`src/rtl/bs_engine.sv`:
```
// Binary search engine over an external ascending memory; exact-match or lower-bound mode.
// One probe costs an ISSUE cycle (register mid) and a COMPARE cycle (consume read data).
module bs_engine #(
  parameter int unsigned DATA_W = 8,
  parameter int unsigned ADDR_W = 5
) (
  input  logic              clk,
  input  logic              reset,
  input  logic              start,
  input  logic [DATA_W-1:0] target,
  input  logic              mode,
  output logic [ADDR_W-1:0] mem_addr,
  input  logic [DATA_W-1:0] mem_rdata,
  output logic              busy,
  output logic              done,
  output logic              found,
  output logic [ADDR_W:0]   loc,
  output logic [ADDR_W:0]   probes
);

  localparam int unsigned IDX_W = ADDR_W + 1;
  localparam logic [IDX_W-1:0] DEPTH = IDX_W'(1) << ADDR_W;

  typedef enum logic [1:0] {IDLE, ISSUE, COMPARE, DONE} state_t;

  state_t              state;
  logic [IDX_W-1:0]    lo;
  logic [IDX_W-1:0]    hi;
  logic [ADDR_W-1:0]   mid;
  logic [DATA_W-1:0]   tgt;
  logic                md;

  logic [IDX_W-1:0]    mid_c;
  logic [IDX_W-1:0]    mid_ext_c;
  logic [IDX_W-1:0]    mid_inc_c;
  logic [IDX_W-1:0]    nxt_lo_c;
  logic [IDX_W-1:0]    nxt_hi_c;
  logic                eq_c;
  logic                hit_c;

  // Midpoint via lo + half-width so the sum never exceeds the interval bound.
  assign mid_c     = lo + ((hi - lo) >> 1);
  assign mid_ext_c = {1'b0, mid};
  assign mid_inc_c = mid_ext_c + IDX_W'(1);
  assign eq_c      = (mem_rdata == tgt);
  assign hit_c     = !md && eq_c;
  assign mem_addr  = mid;

  // Interval update for the current probe.
  always_comb begin
    nxt_lo_c = lo;
    nxt_hi_c = hi;
    if (!md) begin
      if (!eq_c) begin
        if (tgt < mem_rdata) nxt_hi_c = mid_ext_c;
        else                 nxt_lo_c = mid_inc_c;
      end
    end else begin
      if (mem_rdata < tgt) nxt_lo_c = mid_inc_c;
      else                 nxt_hi_c = mid_ext_c;
    end
  end

  always_ff @(posedge clk or posedge reset) begin
    if (reset) begin
      state  <= IDLE;
      lo     <= '0;
      hi     <= '0;
      mid    <= '0;
      tgt    <= '0;
      md     <= 1'b0;
      busy   <= 1'b0;
      done   <= 1'b0;
      found  <= 1'b0;
      loc    <= '0;
      probes <= '0;
    end else begin
      done <= 1'b0;
      case (state)
        IDLE: begin
          if (start) begin
            lo     <= '0;
            hi     <= DEPTH;
            tgt    <= target;
            md     <= mode;
            found  <= 1'b0;
            loc    <= '0;
            probes <= '0;
            busy   <= 1'b1;
            state  <= ISSUE;
          end
        end
        ISSUE: begin
          mid    <= ADDR_W'(mid_c);
          probes <= probes + IDX_W'(1);
          state  <= COMPARE;
        end
        COMPARE: begin
          lo <= nxt_lo_c;
          hi <= nxt_hi_c;
          if (md && eq_c) found <= 1'b1;
          if (hit_c) begin
            found <= 1'b1;
            loc   <= mid_ext_c;
            state <= DONE;
          end else if (nxt_lo_c >= nxt_hi_c) begin
            // Exact-match miss reports index 0; lower-bound reports the insertion point.
            loc   <= md ? nxt_lo_c : '0;
            state <= DONE;
          end else begin
            state <= ISSUE;
          end
        end
        DONE: begin
          busy  <= 1'b0;
          done  <= 1'b1;
          state <= IDLE;
        end
        default: state <= IDLE;
      endcase
    end
  end

endmodule

```
`config.mk`:
```
export PLATFORM = sky130hd
export DESIGN_NAME = bs_engine
export DESIGN_NICKNAME = d
export VERILOG_FILES = /design/src/rtl/bs_engine.sv
export SDC_FILE = /design/constraint.sdc
export NUM_CORES = 1
export LEC_CHECK = 0
export ABC_AREA = 1
export BUFFER_PORTS_ARGS = -buffer_cell sky130_fd_sc_hd__buf_2
export CAP_MARGIN = 0
export CORE_MARGIN = 2
export CORE_UTILIZATION = 39
export DETAILED_ROUTE_END_ITERATION = 12
export HOLD_SLACK_MARGIN = 0.08
export SLEW_MARGIN = 25
export SYNTH_ARGS = -nofsm -noshare
export SYNTH_HDL_FRONTEND = slang
export SYNTH_SLANG_ARGS = --single-unit
export TNS_END_PERCENT = 100
```
`constraint.sdc`:
```
create_clock -name clk -period 2.3 [get_ports clk]
set_input_delay 0.115 -clock clk [delete_from_list [all_inputs] [get_ports clk]]
set_output_delay 0.115 -clock clk [all_outputs]
set_load 0.03 [all_outputs]
```
### Word-level counts from Yosys, hierarchy flattened

Index checks and enable logic that the tools add are counted.

* output and inout bits: 20
* bits of input ports: 20
* register bits after elaboration: 43
* logic and storage cells: 66

* add/subtract/negate cells: 4
* magnitude comparators: 3
* eq/ne operators: 7
* mux-type cells: 28
* reductions and logical operators: 13

Operators by type and width (count)
* $mux 6: 13
* $pmux 6 s2: 4
* $lt 8x8->1: 2
* $eq 8x8->1: 1
* $pmux 2 s4: 1
* $reduce_and 2->1: 4
* $add 5x1->6 const B: 1
* $add 6x1->6 const B: 1
* $ge 6x6->1: 1
* $mux 2: 3
* $ne 3x3->1 const B: 2
* $reduce_and 3->1: 2
* $reduce_bool 2->1: 3
* $sub 6x6->6: 1
* $add 5x5->5: 1
* $mux 1: 5
* $eq 2x2->1 const B: 2
* $pmux 1 s2: 2
* $eq 2x1->1 const B: 1
* $logic_and 1x1->1: 2
* $logic_not 2->1: 1
* $ne 2x2->1 const B: 1
* $logic_not 1->1: 1

### Logic depth before layout (Yosys ltp)

* depth in word-level cells: 8
* mapped depth: 25
* mapped depth without buffers: 24

### Worst setup path after synthesis

OpenSTA, ideal clock, no wires.

* path type: register -> register
* start: reg tgt[7]
* end: reg loc[5]
* stages on the path, launching flop included: 21
* slack: -0.216 ns
* required time: 2.224 ns
* setup time: 0.076 ns
* data arrival time: 2.440 ns
* buffers on the path: 1
* cells stage by stage: dfrtp_1 -> inv_1 -> ha_1 -> a21o_1 -> nor2_4 -> nand2_2 -> nand2_2 -> buf_6 -> nand2_1 -> o21ai_1 -> inv_1 -> ha_1 -> inv_1 -> a21boi_0 -> o21ai_0 -> nand3_1 -> nand2_1 -> inv_2 -> nor2_4 -> nand2_1 -> o21ai_1

* longest elaborated chain between the ends: 8
* elaborated cells between the ends (all ways): 19

Ends and longest elaborated chain
* start: declaration: RTL line 30 `logic [DATA_W-1:0] tgt;`
* start signal: assignment: RTL line 84 `tgt <= target;`
* parallel branches: the longest is 8 deep, another holds $lt 8x8->1
* end signal: assignment: RTL line 104 `loc <= mid_ext_c;`
* end signal: assignment: RTL line 108 `loc <= md ? nxt_lo_c : '0;`
* end: declaration: RTL line 17 `output logic [ADDR_W:0] loc,`

Several ways; the timed one is not identified. The select of a mux whose other input is x is not followed.
A chain may end at the register's enable or synchronous reset.

### Final worst setup path

Ends and elaborated chain as after synthesis.

==> out/metrics.yaml <==
placed_design:
  dp.cells: 506
  io_buffers: 39
  routabilityCongestion: 0.915
  dpl.hpwl_mm: 4.98
worst_setup_path:
  start_kind: "flop"
  cp-end-kind: "flop"
  crit_fanout: 7
  cpPeakStageDelay_ps: 350
  ff2ff_path_depth: 19
  critical_path_arrival_ps: 2810
  worst_path_most_repeated_cell: "nand2_4"
  critPathBufInv: 3
  path_delay_family: "simple AND/OR/NAND/NOR gates"
  worst-setup-path-type: "flop to flop"
  crit_slowest_cell: "dfrtp_1"
  cp_num_cells: 19
  path_cells: "inv_2 -> ha_4 -> nand2_4 -> nor2_4 -> nand2_4 -> nand2_4 -> nand2_4 -> buf_4 -> o21ai_2 -> ha_4 -> nand2_1 -> nor2_2 -> o21ai_1 -> nand3_1 -> nand2_2 -> inv_4 -> nor2_4 -> nand2_1 -> o21ai_1"
  cp.required_ps: 2530
clocking:
  cts_sinks: 43
  cts_tree: "built"
  cts_made_buffers: 5
  cts_buffer_depth: 2
  ctsRootBufferMaster: "clkbuf_8"
  clk_pin_slew_ps: 80
  clk_latency_ps: 300
  htree_levels: 2
logic_synthesis:
  syn_inst: 339
  seq_area_frac_synth: 0.394
  syn_area_um2: 2730
  avgSynthCellArea_um2: 8.06
  synth_cell_types: 37
  yosys_warnings: 0
  yosys_most_used_dff: "dfrtp_1"
  async_flop_share: 1.00
  synth_edf_count: 0
  synth_seq_cells: 43
  synth_fp_nets: 385
global_route:
  track_usage: 0.195
  grt_overflow_total: 0
  grt_start_max_net_pins: 30
  grt_pass1_vias: 2453
  antenna_found_initial: 0
  grt_pass1_wl_mm: 11.6
drt:
  ant_nets: 0
  drt_iter0_drc: 127
  drc: 0
  wl_per_cell_um: 13.5
  routed_via_density: 4.81
  num_vias: 2584
  drt-pass1-iter-count: 4
  drt-total-wl_mm: 7.26
timing:
  final_max_slew_viol_count: 0
  final-hold-violation-count: 0
  finClkSkew_ps: 8.03
  setup_viol: 8
  period_minus_slack_ps: 2590
  period_share: 1.13
  rsz0062_at_grt: "true"
  setup_ws_ps: -289
  worst_slew_pin_slew_ps: 593
  max_freq_mhz: 386
  tns_ps: -2000
  relSlewSlack: 0.604
layout:
  fillers: 590
  drive_gt1_frac: 0.392
  area_delta_synth_final_pct: 45.3
  instances_no_fill: 537
  diodes: 0
  fin_nets: 486
  finish.utilization: 0.585
floorplan:
  fp-row-count: 30
  num_io_pins: 40
  core_um2: 6790
  die-area_um2: 7700
  start_util: 0.402
  die_width_um: 87.7
  fp.dieH_um: 87.7
min_path:
  min_path_cells: 4
  hp-class: "primary input to flop"
run_status:
  violations: "setup timing"
  status: "finished, violations left"
power_and_ir_drop:
  leakagePower_uw: 0.00205
  power_uw: 6260
  p_per_area_nw_per_um2: 1580
  peakVddDrop_uv: 505
run:
  max-cap-violations: 0
==> Yosys cell counts (2+ instances only) <==
| cell | instances | area (µm²) |
|---|---|---|
| xnor2_1 | 3 | 26.3 |
| o21ai_1 | 8 | 40.0 |
| dfrtp_1 | 43 | 1080 |
| nor2_4 | 4 | 45.0 |
| inv_2 | 6 | 22.5 |
| o21ai_2 | 5 | 43.8 |
| nand3_1 | 12 | 60.1 |
| nand4_1 | 5 | 31.3 |
| nand2_2 | 8 | 50.1 |
| nand2_1 | 95 | 357 |
| o21bai_1 | 2 | 15.0 |
| a21oi_1 | 9 | 45.0 |
| xor2_1 | 4 | 35.0 |
| nor2_1 | 10 | 37.5 |
| o21ai_0 | 24 | 120 |
| fa_1 | 2 | 40.0 |
| o22ai_1 | 6 | 37.5 |
| inv_1 | 48 | 180 |
| nand3_2 | 2 | 20.0 |
| buf_2 | 3 | 15.0 |
| ha_1 | 24 | 300 |
==> cell usage in the layout, fill, tap and decap left out, types with 9 or more instances in the layout <==
cell	Yosys	routed
buf_4	0	42
nand2_4	1	9
dlygate4sd3_1	0	10
buf_2	3	39
nand3_1	12	10
nand2_2	8	12
ha_4	0	11
inv_2	6	13
o21ai_1	8	9
dfrtp_1	43	43
nand2_1	95	84
o21ai_0	24	19
ha_1	24	13
inv_1	48	39
==> sequential cells by signal, indices dropped and copies added (netlist names) <==
signal	count
state	2
md	1
done	1
busy	1
tgt	8
found	1
hi	6
loc	6
mem_addr	5
lo	6
probes	6
==> final cells by class <==
cell class / instances / area [µm²] / share of cell area
repair buffers: 99 / 701 / 0.176
flip-flops and latches: 43 / 1080 / 0.271
multi-input cells: 237 / 1750 / 0.440
clock inverters: 2 / 35.0 / 0.00882
inverters: 54 / 210 / 0.0529
clock buffers: 6 / 82.6 / 0.0208
well taps: 96 / 120 / 0.0302
==> power by group <==
part           total [µW]  internal, µW  switching, µW
registers            1270          1030            237
logic                4380          1970           2410
clock network         619           351            267
total                6260          3350           2910
==> path summary, 6_finish.rpt <==
kind                             start     end  slack [ps]
worst min-delay path             start    busy         250
worst max-delay path            tgt[7]  loc[5]        -290
min in group asynchronous        reset  loc[1]         420
worst min register to register  loc[3]  loc[3]         470
worst max register to register  tgt[7]  loc[5]        -290
max in group asynchronous        reset  tgt[3]        1240
==> through the flow <==
stage | instance area, µm² | setup slack [ps] | hold WS (ps)
after floorplan | 2750 | -157 | 225
after global placement | 3310 | -231 | 268
after detailed placement | 3310 | -312 | 272
after CTS | 3710 | -237 | 248
after global routing | 3970 | -409 | 266
final | 3970 | -289 | 255
==> cells by family after synthesis <==
family,Yosys count,synth area share
AO/OA/AOI/OAI,63,0.137
XOR/XNOR,7,0.0224
adder cells (fa/ha/maj),26,0.124
buffers and inverters,60,0.0869
flip-flops,43,0.394
AND/OR/NAND/NOR,140,0.235
==> worst reg2reg max path, stage by stage (launching register included) <==
cell and delay, ps:
dfrtp_1 350, inv_2 50, ha_4 270, nand2_4 60, nor2_4 170, nand2_4 100
nand2_4 100, nand2_4 90, buf_4 150, o21ai_2 210, ha_4 240, nand2_1 70
nor2_2 40, o21ai_1 60, nand3_1 100, nand2_2 100, inv_4 50, nor2_4 160
nand2_1 60, o21ai_1 70
==> repair_timing <==
action / in CTS / in global routing
gates resized for setup: 30 / 43
hold buffers: 10 / 0
setup endpoints to repair: 9 / 10
pin swaps: 20 / 39
hold endpoints to repair: 37 / 0
buffers inserted: 4 / 10
gates cloned: 1 / 0
==> routing by layer <==
metal  vias up  global-route usage  wire length [µm]
met2        60               0.324              3600
met4         0              0.0657               152
li1       1302                   -                 -
met5         -                   0                 0
met3        12              0.0368               286
met1      1210               0.254              3230
(Power assumes the default switching activity.)
